## src/rtl/feature_threshold_pkg.sv

```systemverilog
// Shared types for the feature-threshold fetch slice.
// Threshold, address, count types plus FSM and buffer entry.
package feature_threshold_pkg;
  localparam int W_DATA = 13;
  localparam int W_ADDR = 12;
  localparam int W_CNT  = 8;

  typedef logic signed [W_DATA-1:0] thr_t;
  typedef logic [W_ADDR-1:0] rom_addr_t;
  typedef logic [W_CNT-1:0] cnt_t;

  typedef enum logic [1:0] {
    IDLE,
    FETCH,
    DRAIN
  } fetch_state_t;

  typedef struct packed {
    logic last;
    thr_t data;
  } thr_entry_t;
endpackage

```

## src/rtl/feature_threshold_fetch_if.sv

```systemverilog
// Command and threshold-stream handshakes of the fetch block.
// master: the fetch block side; slave: controller/comparator side.
interface feature_threshold_fetch_if;
  import feature_threshold_pkg::*;

  logic      start_valid;
  logic      start_ready;
  rom_addr_t start_addr;
  cnt_t      start_count;
  logic      thr_valid;
  logic      thr_ready;
  thr_t      thr_data;
  logic      thr_last;

  modport master (
    input  start_valid, start_addr,
    input  start_count, thr_ready,
    output start_ready, thr_valid,
    output thr_data, thr_last
  );

  modport slave (
    output start_valid, start_addr,
    output start_count, thr_ready,
    input  start_ready, thr_valid,
    input  thr_data, thr_last
  );
endinterface

```

## src/rtl/threshold_skid_fifo.sv

```systemverilog
// Two-entry FIFO of {last, data} absorbing ROM read latency.
// Simultaneous push and pop leave occupancy unchanged.
module threshold_skid_fifo
  import feature_threshold_pkg::*;
(
  input  logic       clk,
  input  logic       rst,
  input  logic       push,
  input  logic       pop,
  input  thr_entry_t din,
  output logic [1:0] occ,
  output thr_entry_t head
);

  thr_entry_t mem [2];
  logic       wp;
  logic       rp;

  always_ff @(posedge clk or negedge rst) begin
    if (!rst) begin
      mem[0] <= '0;
      mem[1] <= '0;
      wp     <= 1'b0;
      rp     <= 1'b0;
      occ    <= 2'd0;
    end else begin
      if (push) begin
        mem[wp] <= din;
        wp      <= ~wp;
      end
      if (pop) rp <= ~rp;
      occ <= occ + {1'b0, push} - {1'b0, pop};
    end
  end

  assign head = mem[rp];

endmodule

```

## src/rtl/feature_threshold_fetch.sv

```systemverilog
// Read-side initiator for the feature-threshold ROM.
// Issues credit-limited reads and streams thresholds out.
module feature_threshold_fetch
  import feature_threshold_pkg::*;
(
  input  logic clk,
  input  logic rst,
  feature_threshold_fetch_if.master bus,
  output logic      rom_en,
  output rom_addr_t rom_addr,
  input  thr_t      rom_data,
  output logic      busy,
  output logic      done
);

  fetch_state_t state;
  fetch_state_t state_nx;
  rom_addr_t    nxt_addr;
  cnt_t         rem;
  logic         infl;
  logic         infl_last;
  logic [1:0]   occ;
  thr_entry_t   head;
  thr_entry_t   din;
  logic         accept;
  logic         pop;
  logic         pop_last;
  logic         issue;
  logic         rem_one;
  logic [2:0]   held;

  assign accept   = bus.start_valid &&
                    bus.start_ready;
  assign pop      = bus.thr_valid && bus.thr_ready;
  assign pop_last = pop && head.last;
  assign rem_one  = (rem == cnt_t'(1));

  // Buffered plus in-flight words, net of this cycle's pop, must stay below 2
  assign held  = {1'b0, occ} + {2'b0, infl};
  assign issue = (state == FETCH) &&
                 (held < 3'd2 + {2'b0, pop});

  assign rom_en   = issue;
  assign rom_addr = nxt_addr;

  assign bus.start_ready = (state == IDLE);
  assign bus.thr_valid   = (occ != 2'd0);
  assign bus.thr_data    = head.data;
  assign bus.thr_last    = head.last;
  assign busy            = (state != IDLE);

  assign din.last = infl_last;
  assign din.data = rom_data;

  threshold_skid_fifo u_fifo (
    .clk  (clk),
    .rst  (rst),
    .push (infl),
    .pop  (pop),
    .din  (din),
    .occ  (occ),
    .head (head)
  );

  always_comb begin
    state_nx = state;
    unique case (state)
      IDLE:
        if (accept && bus.start_count != '0)
          state_nx = FETCH;
      FETCH:
        if (issue && rem_one) state_nx = DRAIN;
      DRAIN:
        if (pop_last) state_nx = IDLE;
      default: state_nx = IDLE;
    endcase
  end

  always_ff @(posedge clk or negedge rst) begin
    if (!rst) begin
      state     <= IDLE;
      nxt_addr  <= '0;
      rem       <= '0;
      infl      <= 1'b0;
      infl_last <= 1'b0;
      done      <= 1'b0;
    end else begin
      state     <= state_nx;
      infl      <= issue;
      infl_last <= issue && rem_one;
      done      <= (accept &&
                    bus.start_count == '0) ||
                   (state == DRAIN && pop_last);
      if (accept) begin
        nxt_addr <= bus.start_addr;
        rem      <= bus.start_count;
      end else if (issue) begin
        nxt_addr <= nxt_addr + 1'b1;
        rem      <= rem - 1'b1;
      end
    end
  end

endmodule

```

## src/flat_wrapper.sv

```systemverilog
// flat-port wrapper written by rule: the top's interface ports become plain ports
module feature_threshold_fetch_flat import feature_threshold_pkg::*;
  (clk, rst, rom_en, rom_addr, rom_data, busy, done, bus_start_valid, bus_start_addr, bus_start_count, bus_thr_ready, bus_start_ready, bus_thr_valid, bus_thr_data, bus_thr_last);
  feature_threshold_fetch_if bus_i ();
  input  logic clk;
  input  logic rst;
  output logic rom_en;
  output rom_addr_t rom_addr;
  input  thr_t rom_data;
  output logic busy;
  output logic done;
  input wire logic [$bits(bus_i.start_valid)-1:0] bus_start_valid;
  input wire logic [$bits(bus_i.start_addr)-1:0] bus_start_addr;
  input wire logic [$bits(bus_i.start_count)-1:0] bus_start_count;
  input wire logic [$bits(bus_i.thr_ready)-1:0] bus_thr_ready;
  output wire logic [$bits(bus_i.start_ready)-1:0] bus_start_ready;
  output wire logic [$bits(bus_i.thr_valid)-1:0] bus_thr_valid;
  output wire logic [$bits(bus_i.thr_data)-1:0] bus_thr_data;
  output wire logic [$bits(bus_i.thr_last)-1:0] bus_thr_last;
  assign bus_i.start_valid = bus_start_valid;
  assign bus_i.start_addr = bus_start_addr;
  assign bus_i.start_count = bus_start_count;
  assign bus_i.thr_ready = bus_thr_ready;
  assign bus_start_ready = bus_i.start_ready;
  assign bus_thr_valid = bus_i.thr_valid;
  assign bus_thr_data = bus_i.thr_data;
  assign bus_thr_last = bus_i.thr_last;
  feature_threshold_fetch u_core (.clk(clk), .rst(rst), .bus(bus_i), .rom_en(rom_en), .rom_addr(rom_addr), .rom_data(rom_data), .busy(busy), .done(done));
endmodule
```

## config.mk

```make
export PLATFORM = sky130hd
export DESIGN_NAME = feature_threshold_fetch_flat
export DESIGN_NICKNAME = d
export VERILOG_FILES = /design/src/rtl/feature_threshold_pkg.sv /design/src/rtl/feature_threshold_fetch_if.sv /design/src/rtl/threshold_skid_fifo.sv /design/src/rtl/feature_threshold_fetch.sv /design/src/flat_wrapper.sv
export SDC_FILE = /design/constraint.sdc
export NUM_CORES = 1
export LEC_CHECK = 0
export ABC_CLOCK_PERIOD_IN_PS = 2750
export CAP_MARGIN = 20
export CORE_UTILIZATION = 40
export DETAILED_ROUTE_END_ITERATION = 7
export PLACE_DENSITY = 0.67
export SLEW_MARGIN = 5
export SYNTH_ARGS = -nofsm -noshare
export SYNTH_HDL_FRONTEND = slang
export SYNTH_SLANG_ARGS = --single-unit
```

## constraint.sdc

```tcl
create_clock -name clk -period 2.75 [get_ports clk]
set_input_delay 0.275 -clock clk [delete_from_list [all_inputs] [get_ports clk]]
set_output_delay 0.275 -clock clk [all_outputs]
set_load 0.01 [all_outputs]
```

## Word level (Yosys, flattened, before mapping)

Index checks and enable logic that the tools add are counted.

| storage, ports and cells | value |
|---|---|
| register bits | 57 |
| bits in latches | 0 |
| bits in writable memories | 0 |
| memory bits (read-only) | 0 |
| output and inout port bits | 31 |
| memories kept | 0 |

| cells by class | value |
|---|---|
| add/sub/neg operators | 6 |
| multipliers | 0 |
| div/mod/pow operators | 0 |
| order comparisons | 4 |
| equality and inequality tests | 6 |
| shifts and indexed selects | 0 |
| mux-type cells | 14 |
| bitwise operators | 4 |
| reductions and logical operators | 17 |

Operators by type and width:

| kind | count |
|---|---|
| $mux 14 | 4 |
| $bwmux 28 | 1 |
| $mux 12 | 2 |
| $mux 8 | 2 |
| $demux 14 s1 | 1 |
| $add 12x1->12 const B | 1 |
| $logic_and 1x1->1 | 9 |
| $eq 8x1->1 const B | 1 |
| $logic_not 8->1 | 1 |
| $reduce_bool 8->1 | 1 |
| $sub 8x1->8 const B | 1 |
| $mux 2 | 3 |
| $pmux 2 s3 | 1 |
| $reduce_bool 2->1 | 3 |
| $ge 2x2->1 const B | 2 |
| $ne 2x2->1 const B | 2 |
| $not 1->2 | 2 |
| $add 2x1->3 | 1 |
| $add 2x1->3 const A | 1 |
| $lt 3x3->1 | 1 |
| $reduce_and 3->1 | 1 |
| $add 2x1->2 | 1 |
| $eq 2x1->1 const B | 1 |
| $eq 2x2->1 const B | 1 |
| 6 further kinds | 7 |

## Longest topological paths before layout

Gate-level depths: netlist of run 1.

| depth | value |
|---|---|
| depth after elaboration | 8 |
| mapped depth | 8 |
| gate-level depth less buffers | 7 |

## By module

Synthesis of run 1 repeated with hierarchy kept, for this count alone.

| unflattened totals | value |
|---|---|
| cells, all modules | 248 |
| area total of the unflattened synthesis | 2900.3 µm² |

By module, submodules not included:

| module | instances | cells an instance | area an instance (µm²) | seq. area each (µm²) |
|---|---|---|---|---|
| threshold_skid_fifo | 1 | 89 | 1488.9 | 800.8 |
| feature_threshold_fetch | 1 | 159 | 1411.4 | 625.6 |

## Least setup slack after synthesis of run 1

Ideal clock, no wire load.

| path | value |
|---|---|
| kind | reg-to-reg |
| from | register u_core.u_fifo.occ[0] |
| to | register u_core.nxt_addr[11], in the netlist u_core.rom_addr[11] |
| arrival | 1837 ps |
| path slack | 844 ps |
| stages on the path, launching flop included | 7 |
| buffers on the path | 0 |
| clock period less this slack | 1906 ps |
| cell sequence | dfrtp_1 > ha_1 > ha_1 > nor3b_4 > nand4_2 > or4_1 > nand3_1 |

| on the way | value |
|---|---|
| cells in the longest elaborated chain, start to end | 6 |

Ends and longest elaborated chain:

| what | line | RTL |
|---|---|---|
| from (decl) | threshold_skid_fifo.sv:11 | `output logic [1:0] occ,` |
| from (signal assigned) | threshold_skid_fifo.sv:32 | `occ <= occ + {1'b0, push} - {1'b0, pop};` |
| $reduce_bool 2->1 | feature_threshold_fetch.sv:47 | `assign bus.thr_valid = (occ != 2'd0);` |
| $logic_and 1x1->1 | feature_threshold_fetch.sv:34 | `assign pop = bus.thr_valid && bus.thr_ready;` |
| $add 2x1->3 | feature_threshold_fetch.sv:41 | `(held < 3'd2 + {2'b0, pop});` |
| $lt 3x3->1 (*) | feature_threshold_fetch.sv:41 |  |
| $logic_and 1x1->1 (*) | feature_threshold_fetch.sv:40 | `assign issue = (state == FETCH) &&` |
| $reduce_bool 2->1 (no line) (*) | - |  |
| to (signal assigned) | feature_threshold_fetch.sv:95 | `nxt_addr <= bus.start_addr;` |
| to (signal assigned) | feature_threshold_fetch.sv:98 | `nxt_addr <= nxt_addr + 1'b1;` |
| to (decl) | feature_threshold_fetch.sv:18 | `rom_addr_t nxt_addr;` |

Mark *: on every way between the ends. The rest lies on a longest branch, timed or not.
A chain may end at the register's enable or synchronous reset.

## Worst setup path after layout of run 1

| path | value |
|---|---|
| from | register u_core.u_fifo.occ[0] |
| to | output port rom_en |

| on the way | value |
|---|---|
| cells in the longest elaborated chain, start to end | 5 |

Ends and longest elaborated chain:

| what | line | RTL |
|---|---|---|
| $reduce_bool 2->1 | feature_threshold_fetch.sv:47 |  |
| $logic_and 1x1->1 | feature_threshold_fetch.sv:34 |  |
| $add 2x1->3 | feature_threshold_fetch.sv:41 |  |
| $lt 3x3->1 (*) | feature_threshold_fetch.sv:41 |  |
| $logic_and 1x1->1 (*) | feature_threshold_fetch.sv:40 |  |
| to (decl) | flat_wrapper.sv:7 | `output logic rom_en;` |

Marks and branches as above.

==> run_results.csv, run 1 <==
group,metric,value,unit
route,post_route_drc_violation_count,0,
global_route,number_of_global_route_vias_before_repair,2055,
route,wl_met2,2.62,mm
global_route,grt_usage,0.174,
global_route,initial_antenna_violation_count,0,
route,drt-vias-per-instance,5.14,
synth,yosys.area_share.simple,0.149,
layout,finish.net_count,360,
synth,flip_flop_and_latch_count_after_synthesis,57,
sta,slew_violations,0,
synth,synth_area,2830,sq um
sta,timing.slew.headroom,0.564,
synth,synthesis.instances,240,
global_route,grt_first_pass_wirelength,9.87,mm
clock_tree,resized_gates_after_cts,0,
sta,achievable-frequency,395,MHz
clock_tree,clk_transition_reported_paths,0.07,ns
pwr,power_per_cell_area,1270,nW/um^2
status,status,"finished, final reports clean",
route,detail_route.first_pass.iterations,4,
layout,area_growth_from_synthesis_to_final_layout,35.5,%
die,fp-row-count,30,
synth,synthArstFlopShare,1.00,
setup_path,cp-start-kind,"flip-flop",
sta,clock-skew-final,0.00747,ns
clock_tree,insertion_delay,0.33,ns
clock_tree,cts-htree-levels,3,
route,highest_layer,"met4",
pwr,irDropWorstVdd,0.000925,V
synth,synth_compound_gate_area_share,0.0866,
sta,finalCritPeriodShare,0.922,
synth,synthMuxAreaShare,0.167,
sta,worstMarginPinSlew,0.655,ns
setup_path,cpMaxStageDelayCell,"sky130_fd_sc_hd__clkdlybuf4s50_1",
setup_path,critPathArrivalTime,2.26,ns
die,die_x,86.2,microns
clock_tree,clockBufferDepth,2,
synth,ys.flop_type,"sky130_fd_sc_hd__dfrtp_1",
setup_path,crit_top_cell,"sky130_fd_sc_hd__ha_1",
route,met1Wirelength,2.88,mm
setup_path,crit_path_max_incr_delay,0.54,ns
synth,syn_nets,284,
setup_path,critical_path.cell_chain,"ha_1, ha_1, o21ai_4, nand2_2, inv_2, clkdlybuf4s50_1",
die,initial_core_util,0.415,
layout,number_of_diodes,0,
clock_tree,tritoncts,"yes",
synth,post_synth_xor_area_fraction,0.0340,
die,coreArea,6830,sq um
run,drv.max_cap_violation_count,0,
synth,synth_top_area_share,0.504,
synth,dominant_combinational_cell_family_by_area_after_synthesis,"multiplexers",
setup_path,worst-path-max-fanout,10,
placement,dp_hpwl,4.21,mm
clock_tree,cts.repair_timing.setup_buffer_count,0,
synth,synth_sequential_area_ratio,0.504,
route,initialDrtViolationCount,48,
pwr,power.static_leakage,1.60,nW
route,routed-via-count,2144,
die,die_h,86.2,microns
sta,setup_viol,0,
setup_path,worst_ep_required_time,2.48,ns
route,wire_per_inst,14.1,microns
hold_path,worst_hold_path_type,"flip-flop to flip-flop",
synth,synth_top_area_cell,"sky130_fd_sc_hd__dfrtp_1",
setup_path,setup.worst_path.end_class,"primary output",
global_route,largest_net_degree_at_the_start_of_global_routing,31,
placement,gp_congestion,0.796,
setup_path,timing.setup.critical_path_class,"flip-flop to primary output",
global_route,grt_remaining_overflow,0,
synth,synth.most_common_cell,"sky130_fd_sc_hd__dfrtp_1",
layout,fin_util,0.562,
layout,post_route_cells_drive_above_1_share,0.255,
route,wirelength,5.89,mm
synth,postSynthAreaPerCell,11.8,sq um
synth,synth_fa_ha_area_frac,0.0309,
synth,ys_warn_count,0,
synth,netlist_top_cells_area,"sky130_fd_sc_hd__dfrtp_1 50%, sky130_fd_sc_hd__mux2_2 17%, sky130_fd_sc_hd__ha_1 3.1%, sky130_fd_sc_hd__xnor2_1 2.2%, sky130_fd_sc_hd__nand2_1 2.0%",
placement,place.port_buffers,67,
sta,finalHoldViolations,0,
die,design.die.area,7420,sq um
sta,hold_ws,0.489,ns
sta,final.min_clock_period,2.53,ns
clock_tree,cts_buffers,9,
sta,rsz0062_at_grt,"false",
route,drtAntennaViolNets,0,
clock_tree,clkSinkCount,57,
synth,synthTopCellsByCount,"57 x sky130_fd_sc_hd__dfrtp_1, 42 x sky130_fd_sc_hd__mux2_2, 15 x sky130_fd_sc_hd__nand2_1, 15 x sky130_fd_sc_hd__nor2_1",
sta,setup_tns,0,ns
route,wl_met3,313,microns
clock_tree,holdBufCountCts,1,
clock_tree,clk_root_buffer_cell,"sky130_fd_sc_hd__clkbuf_8",
synth,yosysUniqueCellTypes,47,
die,design.portCount,68,
synth,synth-edff-count,0,
==> power breakdown <==
| part | internal, W | switching [W] | total, W |
|---|---|---|---|
| combinational | 0.00137 | 0.00107 | 0.00244 |
| clock | 0.000509 | 0.000352 | 0.000861 |
| sequential | 0.00124 | 0.000325 | 0.00157 |
==> logic make-up (layout without fill, tap and decap cells) <==
group,Yosys count,after routing
simple gates,73,73
flops,57,57
mux,42,42
compound gates,33,33
buf+inv,17,98
xor+xnor,11,11
fa+ha+maj,7,7
==> final timing paths <==
path                       slack, ns  cells after the start                   end                 start
max                             0.22                      6                rom_en  u_core.u_fifo.occ[0]
min                             0.49                      1      u_core.u_fifo.wp      u_core.u_fifo.wp
max in group asynchronous       1.44                      3   u_core.rom_addr[10]                   rst
min in group asynchronous       0.51                      2  u_core.u_fifo.mem[0]                   rst
min reg2reg                     0.49                      1      u_core.u_fifo.wp      u_core.u_fifo.wp
max reg2reg                     0.62                      8       u_core.state[1]  u_core.u_fifo.occ[0]
==> cells in the final DEF (no fill, tap or decap), types with 4 or more instances in the layout <==
| cell | count |
|---|---|
| sky130_fd_sc_hd__nand2_1 | 15 |
| sky130_fd_sc_hd__nor2_1 | 15 |
| sky130_fd_sc_hd__xnor2_1 | 7 |
| sky130_fd_sc_hd__mux2_2 | 42 |
| sky130_fd_sc_hd__a221o_1 | 4 |
| sky130_fd_sc_hd__clkbuf_8 | 9 |
| sky130_fd_sc_hd__ha_1 | 7 |
| sky130_fd_sc_hd__clkdlybuf4s50_1 | 66 |
| sky130_fd_sc_hd__inv_1 | 7 |
| sky130_fd_sc_hd__a21oi_1 | 5 |
| sky130_fd_sc_hd__o21ai_0 | 5 |
| sky130_fd_sc_hd__xor2_1 | 4 |
| sky130_fd_sc_hd__nand3_1 | 5 |
| sky130_fd_sc_hd__o21ai_1 | 4 |
| sky130_fd_sc_hd__a311oi_1 | 4 |
| sky130_fd_sc_hd__dfrtp_1 | 57 |
| sky130_fd_sc_hd__a211oi_1 | 4 |
| sky130_fd_sc_hd__buf_4 | 6 |
| sky130_fd_sc_hd__nand4_1 | 5 |
==> metal layers <==
metal  vias to the layer above  global-route usage
met5                         -                   0
met4                         0              0.0727
met3                         8              0.0404
met2                        68               0.268
met1                      1045               0.235
li1                       1023                   -
==> flip-flops by register name (all words and copies together), names as in the netlist, 2 cells and up <==
signal	flops
u_core.u_fifo.mem	28
u_core.rom_addr	12
u_core.rem	8
u_core.state	2
u_core.u_fifo.occ	2
==> per-stage QoR <==
| stage | cell area [sq um] | worst slack, ns | total power [W] | std cells |
|---|---|---|---|---|
| after detailed placement | 3610 | 0.554 | 0.00403 | 400 |
| after floorplan | 2830 | 0.844 | 0.00309 | 240 |
| final | 3840 | 0.216 | 0.00486 | 417 |
| after global routing | 3840 | 0.0927 | 0.00521 | 417 |
| after CTS | 3840 | 0.204 | 0.00491 | 417 |
| after global placement | 3610 | 0.582 | 0.00399 | 400 |
==> layout make-up <==
class | count | area [sq um]
multi-input combinational | 166 | 1320
clock buffer | 9 | 124
clock inverter | 7 | 93.8
tap | 96 | 120
timing repair buffer | 74 | 721
inverter | 8 | 30.0
sequential | 57 | 1430
fill | 619 | 2990
==> worst max-delay path: cells and delay by family (launching register included) <==
kind                       cells  cell delay, ns
and+or+nand+nor                1            0.20
AOI/OAI and AO/OA              1            0.12
adders and majority gates      2            0.56
DFF                            1            0.42
buffers and inverters          2            0.63
Note: power is estimated with default switching activity, not from simulation.
==> run 2: changes to the inputs <==
- ABC_CLOCK_PERIOD_IN_PS: 2750 -> 2700
- CAP_MARGIN: 20 -> unset
- clock period: 2.75 -> 2.7 ns (I/O delays scaled with it)
==> run_results.csv, run 2 (synthesis gave the netlist of run 1 again) <==
group,metric,value,unit
clock_tree,holdBufCountCts,0,
route,post_route_drc_violation_count,0,
die,initial_core_util,0.415,
clock_tree,clk_transition_reported_paths,0.07,ns
sta,finalHoldViolations,0,
setup_path,cp-startpoint,"u_core.u_fifo.occ[0]",
route,initialDrtViolationCount,60,
sta,slew_violations,0,
layout,area_of_the_multi_input_gates,1320,sq um
setup_path,worst-path-max-fanout,10,
layout,number_of_diodes,0,
layout,area_growth_from_synthesis_to_final_layout,33.5,%
clock_tree,resized_gates_after_cts,0,
setup_path,setup.worst_path.end_class,"primary output",
clock_tree,cts-htree-levels,3,
layout,finish.net_count,359,
placement,gp_congestion,0.782,
sta,setup_viol,0,
setup_path,cp-start-kind,"flip-flop",
route,drtAntennaViolNets,0,
pwr,post-layout-total-power,0.00475,W
die,die_x,86.2,microns
route,wirelength,5.87,mm
setup_path,critPathArrivalTime,2.23,ns
die,fp-row-count,30,
sta,rsz0062_at_grt,"false",
sta,achievable-frequency,400,MHz
global_route,grt_first_pass_wirelength,9.83,mm
placement,dp_hpwl,4.11,mm
layout,layout.cells.most_common,"sky130_fd_sc_hd__clkdlybuf4s50_1",
clock_tree,cts.repair_timing.setup_buffer_count,0,
layout,sequential_cell_area,1430,sq um
sta,worstMarginPinSlew,0.710,ns
global_route,number_of_global_route_vias_before_repair,2058,
sta,hold_ws,0.0708,ns
die,design.die.area,7420,sq um
setup_path,timing.setup.critical_path_class,"flip-flop to primary output",
placement,place.port_buffers,67,
pwr,power_per_cell_area,1260,nW/um^2
route,drt-vias-per-instance,5.04,
die,die_h,86.2,microns
layout,num-fill-cells,612,
clock_tree,insertion_delay,0.33,ns
die,coreArea,6830,sq um
status,status,"finished, final reports clean",
global_route,largest_net_degree_at_the_start_of_global_routing,58,
setup_path,startpoint_of_the_most_critical_register_to_register_path,"u_core.u_fifo.occ[0]",
clock_tree,clk_root_buffer_cell,"sky130_fd_sc_hd__clkbuf_8",
global_route,grt_remaining_overflow,0,
route,routed-via-count,2095,
global_route,grt_usage,0.171,
sta,finalCritPeriodShare,0.925,
route,detail_route.first_pass.iterations,4,
setup_path,worst_ep_required_time,2.43,ns
route,wire_per_inst,14.1,microns
sta,final.min_clock_period,2.50,ns
clock_tree,tritoncts,"yes",
sta,timing.final.ws_setup,0.202,ns
layout,max_flop_register,"u_core.u_fifo.mem",
clock_tree,clockBufferDepth,2,
layout,layout_common_cells,"66 x sky130_fd_sc_hd__clkdlybuf4s50_1, 57 x sky130_fd_sc_hd__dfrtp_1, 42 x sky130_fd_sc_hd__mux2_2, 15 x sky130_fd_sc_hd__nand2_1, 15 x sky130_fd_sc_hd__nor2_1",
pwr,irDropWorstVdd,0.000934,V
hold_path,worst_hold_path_type,"primary input to asynchronous set/reset pin",
pwr,power.static_leakage,1.57,nW
setup_path,worst-r2r-cell-count,8,
layout,post_route_cells_drive_above_1_share,0.256,
sta,clock-skew-final,0.00500,ns
run,drv.max_cap_violation_count,0,
placement,preCtsSetupSlack,0.526,ns
die,design.portCount,68,
sta,setup_tns,0,ns
clock_tree,clkSinkCount,57,
sta,timing.slew.headroom,0.527,
global_route,initial_antenna_violation_count,0,
layout,largest_reg_flops,28,
clock_tree,cts_buffers,9,
==> run 2: routing by layer <==
| layer | global-route usage | wire length (microns) |
|---|---|---|
| met5 | 0 | 0 |
| met4 | 0.0636 | 61 |
| met3 | 0.0385 | 338 |
| met2 | 0.253 | 2460 |
| met1 | 0.245 | 3000 |
==> run 2: worst paths after layout <==
kind | end | slack, ns
setup / recovery | rom_en | 0.20
hold / removal | u_core.u_fifo.mem[14] | 0.07
setup reg to reg | u_core.state[1] | 0.61
hold reg to reg | u_core.u_fifo.wp | 0.50
max in group asynchronous | u_core.u_fifo.mem[19] | 2.15
min in group clk | u_core.rom_addr[2] | 0.49
==> run 2: power breakdown <==
group | switching (W) | internal (W) | leakage (nW)
Clock | 0.000349 | 0.000330 | 0.0814
Sequential | 0.000328 | 0.00126 | 0.675
Combinational | 0.00108 | 0.00139 | 0.817
Total | 0.00176 | 0.00299 | 1.57
==> run 2: critical path, stage by stage (launching register included) <==
cell and delay, ns:
sky130_fd_sc_hd__dfrtp_1 0.42, sky130_fd_sc_hd__ha_1 0.21, sky130_fd_sc_hd__ha_1 0.33, sky130_fd_sc_hd__o21ai_4 0.12, sky130_fd_sc_hd__nand2_2 0.19, sky130_fd_sc_hd__inv_2 0.09
sky130_fd_sc_hd__clkdlybuf4s50_1 0.53
==> run 2: final cells by class <==
class / instances / area share
Sequential cell: 57 / 0.377
Multi-Input combinational cell: 166 / 0.350
Timing Repair Buffer: 73 / 0.188
Clock buffer: 9 / 0.0328
Tap cell: 96 / 0.0318
Clock inverter: 7 / 0.0122
Inverter: 8 / 0.00794
==> run 2: through the flow <==
stage	std cells	area, sq um	util
final	416	3780	0.553
after global routing	416	3780	0.553
after CTS	416	3780	0.553
after detailed placement	400	3610	0.529
after global placement	400	3610	0.529
after floorplan	240	2830	-
==> run 3: changes to the inputs <==
- CTS_BUF_LIST: unset -> sky130_fd_sc_hd__clkbuf_8
==> results of run 3 <==
The final DEF is identical to that of run 2; final timing and power are the same.
